### src/rtl/shifter_iterative_unit_if.sv
// shifter_iterative_unit_if: request/result handshake bundle for the iterative shifter
interface shifter_iterative_unit_if;
  logic        valid_i;
  logic        ready_o;
  logic [31:0] operand_a_i;
  logic [4:0]  shift_amount_i;
  logic        shift_left_i;
  logic        shift_arithmetic_i;
  logic        abort_i;
  logic        valid_o;
  logic        ready_i;
  logic [31:0] result_o;
  logic        busy_o;
  modport slave (
    input  valid_i, operand_a_i, shift_amount_i, shift_left_i, shift_arithmetic_i, abort_i, ready_i,
    output ready_o, valid_o, result_o, busy_o
  );
  modport master (
    output valid_i, operand_a_i, shift_amount_i, shift_left_i, shift_arithmetic_i, abort_i, ready_i,
    input  ready_o, valid_o, result_o, busy_o
  );
endinterface

### src/rtl/shifter_iterative_unit.sv
// shifter_iterative_unit: multi-cycle SLL/SRL/SRA unit shifting STEP bits per cycle
module shifter_iterative_unit #(
  parameter int STEP = 4
) (
  input logic                     clk_i,
  input logic                     rst_i,
  shifter_iterative_unit_if.slave bus
);
  typedef enum logic [1:0] {IDLE, SHIFT, DONE} state_t;
  state_t      state, state_nx;
  logic [31:0] data, res, shifted;
  logic [4:0]  rem, k;
  logic        left, arith, sign, accept;
  if (!(STEP == 1 || STEP == 2 || STEP == 4 || STEP == 8 || STEP == 16)) begin : g_bad_step
    $error("shifter_iterative_unit: STEP must be 1, 2, 4, 8 or 16");
  end
  assign accept = state == IDLE && bus.valid_i && !bus.abort_i;
  always_comb begin
    k       = rem < 5'(STEP) ? rem : 5'(STEP);
    shifted = left ? data << k : (arith && sign) ? ~(~data >> k) : data >> k;
  end
  always_ff @(posedge clk_i) begin
    if (rst_i) state <= IDLE;
    else       state <= state_nx;
  end
  always_comb begin
    state_nx = state;
    case (state)
      IDLE:    state_nx = accept ? (bus.shift_amount_i != 5'd0 ? SHIFT : DONE) : IDLE;
      SHIFT:   state_nx = bus.abort_i ? IDLE : rem <= 5'(STEP) ? DONE : SHIFT;
      DONE:    state_nx = (bus.abort_i || bus.ready_i) ? IDLE : DONE;
      default: state_nx = IDLE;
    endcase
  end
  always_ff @(posedge clk_i) begin
    if (rst_i) begin
      data  <= '0;
      res   <= '0;
      rem   <= '0;
      left  <= 1'b0;
      arith <= 1'b0;
      sign  <= 1'b0;
    end else begin
      if (accept) begin
        data  <= bus.operand_a_i;
        rem   <= bus.shift_amount_i;
        left  <= bus.shift_left_i;
        arith <= bus.shift_arithmetic_i;
        sign  <= bus.operand_a_i[31];
      end
      if (accept && bus.shift_amount_i == 5'd0) res <= bus.operand_a_i;
      if (state == SHIFT) begin
        data <= shifted;
        rem  <= rem - k;
      end
      if (state == SHIFT && state_nx == DONE) res <= shifted;
    end
  end
  always_comb begin
    bus.ready_o  = state == IDLE;
    bus.valid_o  = state == DONE;
    bus.busy_o   = state != IDLE;
    bus.result_o = res;
  end
endmodule

### src/flat_wrapper.sv
// flat-port wrapper written by rule: the top's interface ports become plain ports
module shifter_iterative_unit_flat 
#(
  parameter int STEP = 4
)
  (clk_i, rst_i, bus_valid_i, bus_operand_a_i, bus_shift_amount_i, bus_shift_left_i, bus_shift_arithmetic_i, bus_abort_i, bus_ready_i, bus_ready_o, bus_valid_o, bus_result_o, bus_busy_o);
  shifter_iterative_unit_if bus_i ();
  input logic clk_i;
  input logic rst_i;
  input wire logic [$bits(bus_i.valid_i)-1:0] bus_valid_i;
  input wire logic [$bits(bus_i.operand_a_i)-1:0] bus_operand_a_i;
  input wire logic [$bits(bus_i.shift_amount_i)-1:0] bus_shift_amount_i;
  input wire logic [$bits(bus_i.shift_left_i)-1:0] bus_shift_left_i;
  input wire logic [$bits(bus_i.shift_arithmetic_i)-1:0] bus_shift_arithmetic_i;
  input wire logic [$bits(bus_i.abort_i)-1:0] bus_abort_i;
  input wire logic [$bits(bus_i.ready_i)-1:0] bus_ready_i;
  output wire logic [$bits(bus_i.ready_o)-1:0] bus_ready_o;
  output wire logic [$bits(bus_i.valid_o)-1:0] bus_valid_o;
  output wire logic [$bits(bus_i.result_o)-1:0] bus_result_o;
  output wire logic [$bits(bus_i.busy_o)-1:0] bus_busy_o;
  assign bus_i.valid_i = bus_valid_i;
  assign bus_i.operand_a_i = bus_operand_a_i;
  assign bus_i.shift_amount_i = bus_shift_amount_i;
  assign bus_i.shift_left_i = bus_shift_left_i;
  assign bus_i.shift_arithmetic_i = bus_shift_arithmetic_i;
  assign bus_i.abort_i = bus_abort_i;
  assign bus_i.ready_i = bus_ready_i;
  assign bus_ready_o = bus_i.ready_o;
  assign bus_valid_o = bus_i.valid_o;
  assign bus_result_o = bus_i.result_o;
  assign bus_busy_o = bus_i.busy_o;
  shifter_iterative_unit #(.STEP(STEP)) u_core (.clk_i(clk_i), .rst_i(rst_i), .bus(bus_i));
endmodule
### config.mk
export PLATFORM = sky130hd
export DESIGN_NAME = shifter_iterative_unit_flat
export DESIGN_NICKNAME = d
export VERILOG_FILES = /design/src/rtl/shifter_iterative_unit_if.sv /design/src/rtl/shifter_iterative_unit.sv /design/src/flat_wrapper.sv
export SDC_FILE = /design/constraint.sdc
export NUM_CORES = 1
export LEC_CHECK = 0
export CORE_MARGIN = 2
export CORE_UTILIZATION = 54
export CTS_BUF_LIST = sky130_fd_sc_hd__clkbuf_16
export CTS_CLUSTER_SIZE = 8
export DETAILED_ROUTE_END_ITERATION = 12
export GPL_TIMING_DRIVEN = 1
export PLACE_DENSITY = 0.79
export REMOVE_ABC_BUFFERS = 1
export SLEW_MARGIN = 20
export SYNTH_ARGS = -nofsm -noshare
export SYNTH_HDL_FRONTEND = slang
export SYNTH_SLANG_ARGS = --single-unit
### constraint.sdc
create_clock -name clk_i -period 2.6 [get_ports clk_i]
set_clock_uncertainty 0.05 [all_clocks]
set_input_delay 0.39 -clock clk_i [delete_from_list [all_inputs] [get_ports clk_i]]
set_output_delay 0.39 -clock clk_i [all_outputs]
set_load 0.02 [all_outputs]
### After elaboration in Yosys (flattened, before gate mapping)

Index checks and enable logic that the tools add are counted.

* output and inout port bits: 35
* logic and storage cells: 46
* flip-flop bits (word level): 74

* shift operators: 3
* mux-type cells: 15
* reductions and logical operators: 13
* $lt $le $gt $ge: 2
* equality and inequality tests: 3
* bitwise logic cells: 2
* add/sub/neg operators: 1

Operators by type and width (count)
* two-way mux 32 bit: 6
* NOT 32 bit: 2
* right shift 32 x 5 -> 32 bit: 2
* left shift 32 x 5 -> 32 bit: 1
* two-way mux 5 bit: 3
* two-way mux 2 bit: 5
* one-hot mux 2 bit (3 select lines): 1
* nonzero test 2 bit: 3
* <= comparator 5 x 3 -> 1 bit, second input constant: 1
* logical AND 1 bit: 5
* logical NOT 5 bit: 1
* less-than comparator 5 x 3 -> 1 bit, second input constant: 1
* nonzero test 5 bit: 1
* subtractor 5 bit: 1
* equality test 2 bit, second input constant: 2
* equality test 2 x 1 -> 1 bit, second input constant: 1
* logical NOT 2 bit: 1
* logical NOT 1 bit: 1
* logical OR 1 bit: 1

### Depth between registers and ports, before layout

Gate-level depths: netlist of run 1.

* word-level depth: 8
* depth in mapped cells: 10

### Worst setup path before layout of run 1

OpenSTA, ideal clock, no wires.

* path type: flip-flop to flip-flop
* start: register u_core.rem[1]
* end: register u_core.rem[4]
* stages on the path, launching flop included: 11
* path slack: 0.183 ns
* clock period less this slack: 2.417 ns
* data arrival time: 2.234 ns
* buffers on the path: 4
* library setup time: 0.133 ns
* path through: dfxtp_1 buf_2 buf_1 clkbuf_1 clkbuf_1 nand2_1 ha_1 nor2_1 nor2b_1 o311ai_0 a31oi_1

* word-level cells in the longest chain between the ends: 4

RTL lines
* from (decl): line shifter_iterative_unit.sv:12 `logic [4:0] rem, k;`
* from (signal assigned): line shifter_iterative_unit.sv:46 `rem <= bus.shift_amount_i;`
* from (signal assigned): line shifter_iterative_unit.sv:54 `rem <= rem - k;`
* less-than comparator 5 x 3 -> 1 bit: line shifter_iterative_unit.sv:19 `k = rem < 5'(STEP) ? rem : 5'(STEP);`
* two-way mux 5 bit: line shifter_iterative_unit.sv:19
* subtractor 5 bit (*): line shifter_iterative_unit.sv:54
* two-way mux 5 bit (*): line shifter_iterative_unit.sv:52 `if (state == SHIFT) begin`

Every way passes the cells marked *; elsewhere a longest branch is shown, timed or not.
A chain may end at the register's enable or synchronous reset.

### Worst setup path after layout of run 1

* start: register u_core.rem[4]
* end: register u_core.data[13]

* word-level cells in the longest chain between the ends: 7

RTL lines
* less-than comparator 5 x 3 -> 1 bit: line shifter_iterative_unit.sv:19
* two-way mux 5 bit (*): line shifter_iterative_unit.sv:19
* right shift 32 x 5 -> 32 bit: line shifter_iterative_unit.sv:20 `shifted = left ? data << k : (arith && sign) ? ~(~data >> k) : data >> k;`
* NOT 32 bit: line shifter_iterative_unit.sv:20
* two-way mux 32 bit: line shifter_iterative_unit.sv:20
* two-way mux 32 bit (*): line shifter_iterative_unit.sv:20
* two-way mux 32 bit (*): line shifter_iterative_unit.sv:52
* to (signal assigned): line shifter_iterative_unit.sv:45 `data <= bus.operand_a_i;`
* to (signal assigned): line shifter_iterative_unit.sv:53 `data <= shifted;`
* to (decl): line shifter_iterative_unit.sv:11 `logic [31:0] data, res, shifted;`

Marks and branches as above.

==> results of run 1 <==
==> cell type report <==
cell class                      count  area (sq um)
Timing Repair Buffer              121          1170
Clock buffer                        9           225
Clock inverter                      7          53.8
Tap cell                          136           170
Sequential cell                    74          1480
Inverter                            4          15.0
Multi-Input combinational cell    501          3930
Fill cell                         844          3320
==> report_power, final <==
group | total, mW | internal [mW] | switching (mW)
registers | 1.31 | 1.19 | 0.112
clock network | 1.21 | 0.724 | 0.486
logic | 0.958 | 0.449 | 0.509
total | 3.47 | 2.37 | 1.11
==> worst register-to-register path, stage by stage (launching register included) <==
cell and delay, ns:
dfxtp_1 0.40, buf_4 0.22, nor4b_2 0.47, buf_12 0.23, mux4_2 0.50, o21ai_0 0.31
o22ai_1 0.13
==> metrics by stage <==
| stage | setup TNS, ns | util | cell area, sq um | std cells | hold WS [ns] |
|---|---|---|---|---|---|
| floorplan | -157.44 | - | 5400 | 579 | 0.376 |
| global placement | 0 | 0.653 | 6770 | 836 | 0.388 |
| detailed placement | -0.0859 | 0.653 | 6770 | 836 | 0.396 |
| CTS | 0 | 0.680 | 7050 | 852 | 0.403 |
| global route | 0 | 0.680 | 7050 | 852 | 0.440 |
| finish | 0 | 0.680 | 7050 | 852 | 0.404 |
==> flip-flops by register name, summed over array words and instances, names as in the netlist <==
signal,count
u_core.arith,1
u_core.bus.result_o,32
u_core.data,32
u_core.left,1
u_core.rem,5
u_core.sign,1
u_core.state,2
==> worst paths after layout <==
kind                      start               to  slack (ns)  cells past startpoint
hold / removal      u_core.sign      u_core.sign        0.40                      2
setup / recovery  u_core.rem[4]  u_core.data[13]        0.17                      6
setup reg to reg  u_core.rem[4]  u_core.data[13]        0.17                      6
hold reg to reg     u_core.sign      u_core.sign        0.40                      2
==> routing by layer <==
metal	vias up	routed length (um)	track usage
li1	2669	-	-
met3	52	1880	0.0569
met4	0	425	0.119
met2	419	8130	0.479
met5	-	0	0
met1	2799	7220	0.432
==> timing repair <==
action / in CTS / in global routing
gates resized for setup: 0 / 1
hold buffers: 0 / 0
endpoints found under the setup margin: 0 / 1
==> cell usage in the layout, fill, tap and decap left out, types with 3 or more instances in the layout <==
master	netlist	routed
nor3_1	6	5
nor2_1	36	35
o21ai_0	24	24
o211ai_1	11	11
mux2i_1	56	56
clkdlybuf4s50_1	0	77
a2111oi_0	4	4
buf_4	3	37
mux4_2	35	35
buf_12	0	6
dfxtp_1	74	72
or3_1	6	5
mux2_2	11	11
nor4_1	4	4
nand2b_1	9	9
a32oi_1	4	4
a21oi_1	64	64
o31ai_1	5	5
nor2b_1	8	8
nand3_1	8	8
nor4b_2	1	3
a22oi_1	34	34
and2_1	4	4
a31oi_1	12	12
nand2_1	51	51
a221o_1	4	4
inv_1	4	7
a221oi_1	3	3
a21o_1	20	20
a211oi_1	18	18
o22ai_1	23	23
clkbuf_16	0	9
==> logic make-up after synthesis <==
family	Yosys count	synth area share
AO/OA/AOI/OAI	245	0.283
AND/OR/NAND/NOR	150	0.130
multiplexers	104	0.258
buffers and inverters	100	0.0700
flip-flops	74	0.256
adder cells (fa/ha/maj)	1	0.00216
other	1	0.000647
==> metrics.cfg, run 1 <==
[outcome]
status = finished clean

[clock_tree]
cts_htree_levels = 3
cts_buffer_depth = 2
clkTransAtPathRegs_ns = 0.06
cts_root_buffer = clkbuf_16
cts_buffers = 9
clock_latency_ns = 0.35
cts_tree = built
postCtsSetupBuffers = 0
cts_sinks = 74

[timing]
finalCritPeriodShare = 0.936
rsz0062_at_grt = false
drv_slew = 0
hold_viol = 0
setup_viol = 0
tightest_slew_ns = 0.568
period_needed_ns = 2.43
slew_headroom = 0.620
fin_ws_ns = 0.167
fmax_ghz = 0.411

[yosys]
synth_edf_count = 0
synthDistinctLibCells = 61
ys_seq_area_frac = 0.256
yosys-top-cells-count = dfxtp_1 (74), clkbuf_1 (71), a21oi_1 (64)
synth_warnings = 0
syn_avg_cell_area_sq_um = 8.58
synth_top_area_share = 0.256
syn_area_sq_mm = 0.00579
synthFlopType = dfxtp_1
synth_largest_area_cell = dfxtp_1
async_flop_share = 0
synthCells = 675
synthTopCellsByArea = dfxtp_1 (26%), mux4_2 (14%), mux2i_1 (9.7%)
yosysMostFrequentCell = dfxtp_1
ys_ff_latch = 74

[floorplanning]
core_area_sq_mm = 0.0104
start_util = 0.559
die_w_um = 108
num_io_pins = 79
row_count = 37
die_h_um = 108
die_area_sq_mm = 0.0116

[global_route]
globalRouteTotalUtil = 0.310
antenna_found_initial = 0
grt_pass1_wl_um = 28800
overflow = 0
grt_pass1_vias = 5631
grt_start_max_net_pins = 76

[worst_setup_path]
crit_required_ns = 2.77
critPathArrivalTime_ns = 2.60
critPathMaxFanout = 18
critPathTopFamily = multiplexers
crit_chain = buf_4 -> nor4b_2 -> buf_12 -> mux4_2 -> o21ai_0 -> o22ai_1
crit_path_top_delay_cell = mux4_2
crit_path_start_kind = flop
critPathBufInv = 2
crit_path_max_incr_delay_ns = 0.49
worstSetupPathType = reg2reg
end_kind = flop

[power]
vdd_drop_max_mv = 0.276
p_leak_nw = 2.34
power_density_mw_per_mm2 = 493
power_mw = 3.47

[job]
drv_cap = 0

[final_layout]
fin_nets = 756
diodes = 0
synthToLayoutAreaGrowth_pct = 21.8
drive_above_1_share = 0.162

[placement]
gp_congestion = 0.896
portBuffers = 78
detailedPlace.worstSlack_ns = -0.0375
dpl.hpwl_um = 11500

[detailed_routing]
drt.antenna.violating_nets = 0
wl_per_cell_um = 20.7
wl_um = 17700
route.detailed.drc = 0
drt-initial-drc-count = 753
firstDrtPassIters = 7
via_count = 5939
viasPerCell = 6.97

[worst_hold_path]
worstHoldPathType = reg2reg

Power figures use the tool's default switching activity.
==> run 2: changes to the inputs <==
--- a/config.mk
+++ b/config.mk
@@ -5,14 +5,17 @@
 export SDC_FILE = /design/constraint.sdc
 export NUM_CORES = 1
 export LEC_CHECK = 0
+export CELL_PAD_IN_SITES_DETAIL_PLACEMENT = 2
+export CELL_PAD_IN_SITES_GLOBAL_PLACEMENT = 2
 export CORE_MARGIN = 2
-export CORE_UTILIZATION = 54
+export CORE_UTILIZATION = 34
 export CTS_BUF_LIST = sky130_fd_sc_hd__clkbuf_16
 export CTS_CLUSTER_SIZE = 8
 export DETAILED_ROUTE_END_ITERATION = 12
 export GPL_TIMING_DRIVEN = 1
-export PLACE_DENSITY = 0.79
+export PLACE_DENSITY_LB_ADDON = 0.1
 export REMOVE_ABC_BUFFERS = 1
+export SETUP_SLACK_MARGIN = 0.2
 export SLEW_MARGIN = 20
 export SYNTH_ARGS = -nofsm -noshare
 export SYNTH_HDL_FRONTEND = slang
==> run 2 against run 1 <==
Via count shrank 0.67%. Power grew 9.4%. Sequential share of layout area shrank 0.77 points. Combinational power grew 8%. Flip-flop and latch count is the same. Global-route usage shrank 4.7 points. First-iteration DRC count shrank 49%. Routed wire length grew 31%. Clock-buffer cell count is the same. Die area grew 56%. Utilization shrank 24 points.
==> metrics.cfg, run 2 (synthesis results as in run 1) <==
[floorplanning]
die_w_um = 135
num_io_pins = 79
die_h_um = 135
start_util = 0.348
row_count = 47
core_area_sq_mm = 0.0166
die_area_sq_mm = 0.0181

[clock_tree]
cts_buffers = 9
clock_latency_ns = 0.35
cts_htree_levels = 3
cts_buffer_depth = 2
clkTransAtPathRegs_ns = 0.07
cts_root_buffer = clkbuf_16
cts_tree = built
cts_sinks = 74

[final_layout]
drive_above_1_share = 0.182
diodes = 0
instances_no_fill = 944
layout_commonest_cell = clkdlybuf4s50_1
synthToLayoutAreaGrowth_pct = 26.5
fin_nets = 765
fillers = 1755
final_cell_mix = clkdlybuf4s50_1 (77), dfxtp_1 (71), a21oi_1 (64)

[placement]
gp_congestion = 0.857
dpl.hpwl_um = 16000
detailedPlace.worstSlack_ns = -0.0475
portBuffers = 78
place_inst = 928

[global_route]
antenna_found_initial = 0
grt_start_max_net_pins = 64
grt_pass1_vias = 6369
grt_pass1_wl_um = 37600
globalRouteTotalUtil = 0.263
overflow = 0

[worst_setup_path]
crit_path_start_kind = flop
end_kind = flop
rrSetupSlack_ns = 0.25
reg2reg_depth = 5
crit_required_ns = 2.78
rr_endpoint = u_core.bus.result_o[8]
worstSetupPathType = reg2reg
critPathArrivalTime_ns = 2.52
r2r-start = u_core.rem[3]
critPathMaxFanout = 13

[timing]
setup_viol = 0
hold_viol = 0
rsz0062_at_grt = false
slew_headroom = 0.661
fmax_ghz = 0.426
drv_slew = 0
fin_ws_ns = 0.254
finalCritPeriodShare = 0.902
period_needed_ns = 2.35
tightest_slew_ns = 0.508

[detailed_routing]
drt.antenna.violating_nets = 0
firstDrtPassIters = 4
drt-initial-drc-count = 382
via_count = 5899
wl_um = 23200
viasPerCell = 6.25
route.detailed.drc = 0
wl_per_cell_um = 24.5

[worst_hold_path]
holdPathEnd = u_core.data[8]
worstHoldPathType = in2reg
hold_depth = 2
hp-start = rst_i

[outcome]
status = finished clean

[power]
swShare = 0.320
p_leak_nw = 2.41
vdd_drop_max_mv = 0.301
power_mw = 3.80
combPwrFrac = 0.270
seqPwrFrac = 0.345
p_int_mw = 2.58
clockPowerShare = 0.385
p_sw_mw = 1.22
power_density_mw_per_mm2 = 519

[job]
drv_cap = 0

## run 2: worst max-delay path by stage
stage	startpoint	endpoint	slack (ns)	cells past startpoint
floorplan	bus_abort_i	u_core.data[18]	-3.13	5
detailed placement	bus_abort_i	u_core.bus.result_o[4]	-0.05	8
finish	u_core.rem[3]	u_core.bus.result_o[8]	0.25	5
global placement	bus_abort_i	u_core.bus.result_o[4]	-0.02	8
global route	u_core.rem[3]	u_core.data[22]	0.20	8
CTS	u_core.rem[0]	u_core.bus.result_o[25]	0.21	5
## run 2: area by class of cell
class | instances | area (sq um) | share of cell area
Timing Repair Buffer | 130 | 1260 | 0.172
Tap cell | 220 | 275 | 0.0376
Inverter | 4 | 15.0 | 0.00205
Clock buffer | 9 | 225 | 0.0307
Sequential cell | 74 | 1490 | 0.203
Multi-Input combinational cell | 501 | 3960 | 0.541
Clock inverter | 6 | 106 | 0.0145
## run 2: stage by stage
| stage | cell area [sq um] | setup TNS, ns | hold WS, ns | utilization |
|---|---|---|---|---|
| global placement | 6950 | -0.0180 | 0.389 | 0.417 |
| detailed placement | 6950 | -0.113 | 0.408 | 0.417 |
| CTS | 7290 | 0 | 0.384 | 0.438 |
| global route | 7320 | 0 | 0.417 | 0.440 |
| finish | 7320 | 0 | 0.390 | 0.440 |
| floorplan | 5400 | -157.44 | 0.376 | - |
## run 2: layer usage
layer	routed length (um)	global-route usage
met1	10600	0.367
met2	11400	0.433
met3	841	0.0304
met4	344	0.0737
met5	0	0
## run 2: power groups by stage
| stage | Sequential, mW | Clock [mW] | Combinational (mW) |
|---|---|---|---|
| finish | 1.31 | 1.46 | 1.03 |
| global route | 1.32 | 1.53 | 1.11 |
| CTS | 1.31 | 1.49 | 1.01 |
| detailed placement | 1.33 | 0 | 1.00 |
| global placement | 1.33 | 0 | 0.968 |
| floorplan | 1.34 | 0 | 0.512 |
## run 2: repair_timing
action                     4_1_cts  5_1_grt
setup endpoints to repair        3       32
buffers inserted                 0        1
pin swaps                        0        1
gates resized for setup          2        9
hold buffers                     0        0
## run 2: critical path, stage by stage, from the launching register on
cell and delay, ns:
dfxtp_1 0.39, buf_4 0.23, or4b_2 0.83, or3_1 0.46, a21oi_1 0.19, a211oi_1 0.07
